`src/rtl/riscv_lsu.sv`:
```
// Load-store unit: turns an ALU effective address into one data-memory
// transaction per core request. Generates byte enables, replicates store
// data, extracts and extends load data, flags misaligned or illegal
// accesses without touching the bus, and aborts a bus access that never
// completes. The core is stalled until the response cycle.
//
// Handshake: the core raises core_req_i and holds all core_* inputs stable
// while core_stall_o=1; the single cycle with core_req_i=1 and
// core_stall_o=0 is the response. On the memory side mem_req_o stays high
// with stable we/be/addr/wd until mem_ready_i=1 is sampled on a rising
// edge; mem_ready_i is ignored whenever mem_req_o=0.
module riscv_lsu #(
  parameter int TIMEOUT_CYCLES = 16
) (
  input  logic        clk_i,
  input  logic        rst_i,
  input  logic        core_req_i,
  input  logic        core_we_i,
  input  logic [2:0]  core_size_i,
  input  logic [31:0] core_addr_i,
  input  logic [31:0] core_wd_i,
  output logic [31:0] core_rd_o,
  output logic        core_stall_o,
  output logic        misalign_o,
  output logic        bus_err_o,
  output logic        mem_req_o,
  output logic        mem_we_o,
  output logic [3:0]  mem_be_o,
  output logic [31:0] mem_addr_o,
  output logic [31:0] mem_wd_o,
  input  logic [31:0] mem_rd_i,
  input  logic        mem_ready_i,
  output logic [1:0]  dbg_state_o
);

  localparam int CW = (TIMEOUT_CYCLES > 1) ? $clog2(TIMEOUT_CYCLES) : 1;
  localparam logic [CW-1:0] CNT_LAST = CW'(TIMEOUT_CYCLES - 1);

  typedef enum logic [1:0] {
    IDLE = 2'd0,
    BUSY = 2'd1,
    RESP = 2'd2
  } state_t;

  state_t        state_q, state_d;
  logic [CW-1:0] cnt_q;
  logic          we_q;
  logic [2:0]    size_q;
  logic [1:0]    off_q;
  logic [29:0]   waddr_q;
  logic [3:0]    be_q;
  logic [31:0]   wd_q;
  logic [31:0]   rd_q;
  logic          fault_q;
  logic          berr_q;

  logic          dec_fault;
  logic [3:0]    dec_be;
  logic [31:0]   dec_wd;
  logic [31:0]   ext_rd;
  logic          timeout;

  // Decode the incoming request: legality, alignment, byte enables and lane data.
  always_comb begin
    dec_fault = 1'b0;
    dec_be    = 4'b1111;
    dec_wd    = core_wd_i;
    case (core_size_i)
      3'd0, 3'd4: dec_fault = 1'b0;
      3'd1, 3'd5: dec_fault = core_addr_i[0];
      3'd2:       dec_fault = (core_addr_i[1:0] != 2'b00);
      default:    dec_fault = 1'b1;
    endcase
    case (core_size_i[1:0])
      2'd0: begin
        dec_be = 4'b0001 << core_addr_i[1:0];
        dec_wd = {4{core_wd_i[7:0]}};
      end
      2'd1: begin
        dec_be = core_addr_i[1] ? 4'b1100 : 4'b0011;
        dec_wd = {2{core_wd_i[15:0]}};
      end
      default: begin
        dec_be = 4'b1111;
        dec_wd = core_wd_i;
      end
    endcase
  end

  // Pick the addressed byte/half out of the returned word and extend it.
  always_comb begin
    logic [7:0]  b;
    logic [15:0] h;
    case (off_q)
      2'd0:    b = mem_rd_i[7:0];
      2'd1:    b = mem_rd_i[15:8];
      2'd2:    b = mem_rd_i[23:16];
      default: b = mem_rd_i[31:24];
    endcase
    h = off_q[1] ? mem_rd_i[31:16] : mem_rd_i[15:0];
    case (size_q)
      3'd0:    ext_rd = {{24{b[7]}}, b};
      3'd4:    ext_rd = {24'd0, b};
      3'd1:    ext_rd = {{16{h[15]}}, h};
      3'd5:    ext_rd = {16'd0, h};
      default: ext_rd = mem_rd_i;
    endcase
  end

  assign timeout = (cnt_q == CNT_LAST);

  // State register.
  always_ff @(posedge clk_i) begin
    if (rst_i) state_q <= IDLE;
    else       state_q <= state_d;
  end

  // Next-state logic; ready beats timeout when both happen in one cycle.
  always_comb begin
    state_d = state_q;
    case (state_q)
      IDLE: if (core_req_i) state_d = dec_fault ? RESP : BUSY;
      BUSY: if (mem_ready_i || timeout) state_d = RESP;
      RESP: state_d = IDLE;
      default: state_d = IDLE;
    endcase
  end

  // Request capture, wait counter, load result and response flags.
  always_ff @(posedge clk_i) begin
    if (rst_i) begin
      cnt_q   <= '0;
      we_q    <= 1'b0;
      size_q  <= 3'd0;
      off_q   <= 2'd0;
      waddr_q <= 30'd0;
      be_q    <= 4'd0;
      wd_q    <= 32'd0;
      rd_q    <= 32'd0;
      fault_q <= 1'b0;
      berr_q  <= 1'b0;
    end else begin
      case (state_q)
        IDLE: begin
          cnt_q <= '0;
          if (core_req_i) begin
            fault_q <= dec_fault;
            berr_q  <= 1'b0;
            if (!dec_fault) begin
              we_q    <= core_we_i;
              size_q  <= core_size_i;
              off_q   <= core_addr_i[1:0];
              waddr_q <= core_addr_i[31:2];
              be_q    <= dec_be;
              wd_q    <= dec_wd;
            end
          end
        end
        BUSY: begin
          if (mem_ready_i) begin
            cnt_q <= '0;
            if (!we_q) rd_q <= ext_rd;
          end else if (timeout) begin
            cnt_q  <= '0;
            berr_q <= 1'b1;
          end else begin
            cnt_q <= cnt_q + 1'b1;
          end
        end
        default: cnt_q <= '0;
      endcase
    end
  end

  assign core_rd_o    = rd_q;
  assign core_stall_o = core_req_i && (state_q != RESP);
  assign misalign_o   = (state_q == RESP) && fault_q;
  assign bus_err_o    = (state_q == RESP) && berr_q;
  assign mem_req_o    = (state_q == BUSY);
  assign mem_we_o     = we_q;
  assign mem_be_o     = be_q;
  assign mem_addr_o   = {waddr_q, 2'b00};
  assign mem_wd_o     = wd_q;
  assign dbg_state_o  = state_q;

endmodule

```
`config.mk`:
```
export PLATFORM = sky130hd
export DESIGN_NAME = riscv_lsu
export DESIGN_NICKNAME = d
export VERILOG_FILES = /design/src/rtl/riscv_lsu.sv
export SDC_FILE = /design/constraint.sdc
export NUM_CORES = 1
export LEC_CHECK = 0
export BUFFER_PORTS_ARGS = -buffer_cell sky130_fd_sc_hd__buf_2
export CELL_PAD_IN_SITES_DETAIL_PLACEMENT = 1
export CELL_PAD_IN_SITES_GLOBAL_PLACEMENT = 1
export CORE_ASPECT_RATIO = 0.8
export CORE_MARGIN = 1
export CORE_UTILIZATION = 36
export DETAILED_ROUTE_END_ITERATION = 10
export GPL_ROUTABILITY_DRIVEN = 0
export PLACE_DENSITY_LB_ADDON = 0.1
export RECOVER_POWER = 25
export SKIP_CTS_REPAIR_TIMING = 1
export SYNTH_ARGS = -nofsm -noshare
export SYNTH_HDL_FRONTEND = slang
export SYNTH_SLANG_ARGS = --single-unit
```
`constraint.sdc`:
```
create_clock -name clk_i -period 3 [get_ports clk_i]
set_input_delay 0.3 -clock clk_i [delete_from_list [all_inputs] [get_ports clk_i]]
set_output_delay 0.3 -clock clk_i [all_outputs]
set_load 0.05 [all_outputs]
```
After elaboration in Yosys (flattened, before gate mapping)
Index checks and enable logic that the tools add are counted.
{"block": "totals", "memories": 0, "elab_cells": 68, "romBits": 0, "ff_bits": 112, "ramBits": 0, "latchBits": 0, "input_bits": 104}
{"block": "op_classes", "shifts": 1, "mul": 0, "n_div": 0, "addsub": 1, "order_cmp": 0, "mux": 15, "reduce_logical": 19, "eq_ne": 18, "n_bitwise": 3}
{"cell": "32-bit case mux with 4 select lines", "count": 1}
{"cell": "32-bit case mux with 2 select lines", "count": 1}
{"cell": "8-bit case mux with 3 select lines", "count": 1}
{"cell": "16-bit two-way mux", "count": 1}
{"cell": "3-bit == test, second input constant", "count": 4}
{"cell": "4-bit case mux with 2 select lines", "count": 1}
{"cell": "2-bit by 1-bit == test with 1-bit output, second input constant", "count": 3}
{"cell": "3-bit by 1-bit == test with 1-bit output, second input constant", "count": 2}
{"cell": "2-bit zero test", "count": 3}
{"cell": "3-bit zero test", "count": 2}
{"cell": "2-bit two-way mux", "count": 3}
{"cell": "2-bit inequality test, second input constant", "count": 3}
{"cell": "3-bit AND reduction", "count": 2}
{"cell": "4-bit by 1-bit adder with 4-bit output, second input constant", "count": 1}
{"cell": "2-bit == test, second input constant", "count": 2}
{"cell": "4-bit == test, second input constant", "count": 1}
{"cell": "4-bit two-way mux", "count": 1}
{"cell": "2-bit by 1-bit inequality test with 1-bit output, second input constant", "count": 2}
{"cell": "2-bit case mux with 2 select lines", "count": 1}
{"cell": "2-bit AND reduction", "count": 2}
{"cell": "4-bit AND reduction", "count": 1}
{"cell": "2-bit nonzero test", "count": 2}
{"cell": "2-bit OR reduction", "count": 2}
{"cell": "4-bit OR reduction", "count": 1}
{"cell": "other kinds (8)", "count": 14}

Longest topological paths before layout
{"block": "depth", "depth_word": 6, "depth_mapped": 6, "ltp_nobuf": 5}

Worst setup path before layout
No wires, ideal clock.
{"block": "synth_path", "path_type": "register to register", "from": "register state_q[0], in the netlist dbg_state_o[0]", "to": "register rd_q[20], in the netlist core_rd_o[20]", "path_buffers": 2, "arrival_time_ns": 2.148, "setup_slack_ns": 0.714, "path_stages_with_launch": 7, "period_less_slack_ns": 2.286, "cell_sequence": "dfxtp_1 -> nor2b_2 -> and3b_1 -> buf_2 -> o31a_2 -> buf_4 -> a211oi_2"}
{"block": "synth_via", "elab_chain_cells": 2}
{"item": "start, declared", "line": "45", "text": "state_t state_q, state_d;"}
{"item": "start signal, assigned", "line": "115", "text": "else state_q <= state_d;"}
{"item": "2-bit by 1-bit == test with 1-bit output"}
{"item": "net mem_req_o", "line": "26", "text": "output logic mem_req_o,"}
{"item": "3-bit AND reduction (no line)"}
{"item": "end signal, assigned", "line": "162", "text": "if (!we_q) rd_q <= ext_rd;"}
{"item": "end, declared", "line": "53", "text": "logic [31:0] rd_q;"}
The timed path passes the listed nets, and every way through them passes these cells.
A chain may end at the register's enable or synchronous reset.

Worst setup path in the final report
{"block": "layout_path", "from": "register off_q[1]", "to": "register rd_q[3], in the netlist core_rd_o[3]"}
{"block": "layout_via", "elab_chain_cells": 3}
{"item": "start, declared", "line": "49", "text": "logic [1:0] off_q;"}
{"item": "start signal, assigned", "line": "152", "text": "off_q <= core_addr_i[1:0];"}
{"item": "2-bit == test, or another cell as far along", "line": "94", "text": "case (off_q)"}
{"item": "8-bit case mux with 3 select lines", "line": "94"}
{"item": "32-bit case mux with 4 select lines *", "line": "101", "text": "case (size_q)"}
Mark *: on every way between the ends. The rest lies on a longest branch, timed or not.

==> results.md <==
| Parameter | Reported | Unit |
|:---|:---|:---|
| Number of nets in the layout | 878 | - |
| Average instance area after synthesis | 8.29 | um2 |
| Via count of the first global-routing pass | 5066 | - |
| Top FF cell, synth | dfxtp_1 | - |
| Minimum period implied by the final worst setup slack | 2.21 | ns |
| Ratio of cells with drive above 1 in the final layout | 27.0 | % |
| Worst ir drop on vdd | 337 | uV |
| Worst flop-to-flop path startpoint | off_q[1] | - |
| First-pass GRT wire length | 26000 | um |
| Result of the run | complete, no violations | - |
| Critical path startpoint category | flip-flop | - |
| Chip Height | 107 | um |
| # setup viols final | 0 | - |
| Setup repair after global routing missed its margin | no | - |
| Max-cap violation count | 0 | - |
| Critical Path Fanout Max | 23 | - |
| Number of synthesized register bits | 112 | - |
| Power Density | 557 | nW/um2 |
| Sequential cell area fraction in the yosys report | 45.6 | % |
| Worst setup path class | flip-flop to flip-flop | - |
| Endpoint of the most critical register-to-register path | core_rd_o[3] | - |
| Via count normalized by instance count | 5.20 | - |
| Largest net degree at the start of global routing | 84 | - |
| Count of yosys warnings during synthesis | 0 | - |
| Required arrival time at the worst endpoint | 3.22 | ns |
| Placed cell count | 937 | - |
| Clock skew after layout | 0.00411 | ns |
| Top cells by area in the synthesized netlist | dfxtp_1 (46%), nand2_1 (12%), a21oi_1 (6.2%), nor2_1 (4.1%), mux2i_1 (4.1%) | - |
| Cell Count, Final, Fillers Out | 953 | - |
| Last element of the critical path | core_rd_o[3] | - |
| Data arrival at the endpoint of the critical path | 2.44 | ns |
| Classification of the worst-slack hold path | input pin to flip-flop | - |
| Slew Viols, Final | 0 | - |
| Count of input and output buffers | 208 | - |
| Final critical-path setup slack | 0.786 | ns |
| Worst-case headroom to the max-slew limit | 44.1 | % |
| 1st-iter DRT viols | 154 | - |
| DR pass1 iterations | 4 | - |
| Sum of internal, switching and leakage power | 3.48 | mW |
| X dimension of the die | 133 | um |
| WL final | 16400 | um |
| Minimum setup slack among reg-to-reg paths | 0.79 | ns |
| Synth top area share | 45.6 | % |
| Filler instances | 1685 | - |
| Source-to-sink clock delay at the later pin of the worst-skew pair | 0.35 | ns |
| Clock tree from TritonCTS | yes | - |
| Effective utilization at floorplan | 37.5 | % |
| Final hold violations | 0 | - |
| Count of mapped cells out of synthesis | 593 | - |
| H-tree Lvls | 3 | - |
| Cell area after technology mapping | 4920 | um2 |
| Number of vias after detailed routing | 4952 | - |
| Count of cells along the worst register-to-register path | 4 | - |
| Final antenna diode count | 0 | - |
| Transition time at the pin with the least slew margin | 0.838 | ns |
| Worst setup timing slack at the placement stage | 0.780 | ns |
| Post-synth top area cell | dfxtp_1 | - |
| Post-route ant nets | 0 | - |
| Number of distinct library cells after synthesis | 52 | - |
| Total Neg Setup Slack | 0 | ns |
| Portion of the clock cycle consumed by the worst path in the final layout | 73.8 | % |
| Nature of the critical path endpoint | flip-flop | - |
| Antenna violations before repair | 1 | - |
| Standby leakage power | 2.48 | nW |
| Leading cell types in the layout, fill and taps excluded | nand2_1 (154), buf_2 (154), dfxtp_1 (112) | - |
| Total gr overflow | 0 | - |
| Worst hold margin | 0.184 | ns |
| Wire length per cell after detailed routing | 17.2 | um |
| EDFF count, synth | 0 | - |
| Post-detailed-route DRC marker count | 0 | - |
| GRT Overall Usage | 23.4 | % |
| Clock Sink Count | 112 | - |
| Launching element of the worst setup path | off_q[1] | - |
| Maximum buffer depth of the clock tree | 2 | - |
| Synth async-reset ratio | 0 | % |
| DPL Wire Length | 12200 | um |
| Root buffer cell | clkbuf_16 | - |
| Max Clk Rate | 0.452 | GHz |
| Total Die Area | 14100 | um2 |
| Clock slew seen by the registers of the worst setup and hold paths | 0.07 | ns |
| Cell row count | 37 | - |
| Number of top-level pins | 211 | - |
| Synth-to-Final Area Change | 26.9 | % |
| Total CTS buffers | 9 | - |
| Placeable core region | 13100 | um2 |
[critical path, stage by stage (launching register included)]
cell and delay, ns:
dfxtp_1 0.87, inv_1 0.20, a21oi_1 0.49, nor3_1 0.12, a2111oi_1 0.41
[through the flow]
stage          instance area [um2]  util, %
5_1_grt                       6240     47.7
6_report                      6240     47.7
2_1_floorplan                 4920        -
3_5_place_dp                  6030     46.1
4_1_cts                       6310     48.2
3_3_place_gp                  6030     46.1
[cell families after synthesis]
family	after synthesis	share of synthesized area, %
AND/OR/NAND/NOR	238	20.1
AO/OA/AOI/OAI	154	21.6
buffers and inverters	54	5.16
adder cells (fa/ha/maj)	1	0.254
multiplexers	31	6.82
flip-flops	112	45.6
XOR/XNOR	2	0.356
other	1	0.0762
[power breakdown]
group	internal (mW)	switching [mW]	leakage [nW]
clock	0.584	0.549	0.128
combinational	0.200	0.531	1.44
sequential	1.56	0.0529	0.912
[state kept, by name, indices dropped and copies added (netlist names)]
register / count
core_rd_o: 32
mem_wd_o: 32
waddr_q: 30
cnt_q: 4
mem_be_o: 4
size_q: 3
dbg_state_o: 2
off_q: 2
berr_q: 1
fault_q: 1
mem_we_o: 1
[synthesized netlist by cell type, types with 7 or more instances]
cell and n:
o21ai_0 18, a211oi_1 19, a221oi_1 8, mux2_2 10, clkbuf_1 24, dfxtp_1 112
mux2i_1 20, a311oi_1 11, a211oi_2 10, a21oi_1 61, buf_2 14, buf_4 7
nor3_1 10, nand2_1 154, nor2_1 54, o211ai_1 8
[layer usage]
layer / part of all wire (%) / GRT usage [%]
met1: 47 / 29.9
met4: 1.4 / 6.32
met5: 0.079 / 0
met3: 6.0 / 6.44
met2: 46 / 38.5
[cell type report]
| type | instances | area [um2] | share of cell area (%) |
|---|---|---|---|
| Clock buffer | 11 | 243 | 3.89 |
| Clock inverter | 5 | 32.5 | 0.521 |
| Inverter | 6 | 22.5 | 0.361 |
| Multi-Input combinational cell | 428 | 2430 | 39.0 |
| Sequential cell | 112 | 2240 | 35.9 |
| Tap cell | 175 | 219 | 3.51 |
| Timing Repair Buffer | 216 | 1050 | 16.8 |
[worst min-delay path by stage]
stage                         start  depth (start not counted)  slack (ns)     endpoint
detailed placement      waddr_q[24]                          2        0.45  waddr_q[24]
finish              core_addr_i[26]                          3        0.18  waddr_q[24]
floorplan                  cnt_q[0]                          1        0.42     cnt_q[0]
global placement           cnt_q[0]                          1        0.43     cnt_q[0]
global route        core_addr_i[26]                          3        0.18  waddr_q[24]
CTS                 core_addr_i[26]                          3        0.17  waddr_q[24]
Note: power is estimated with default switching activity, not from simulation.
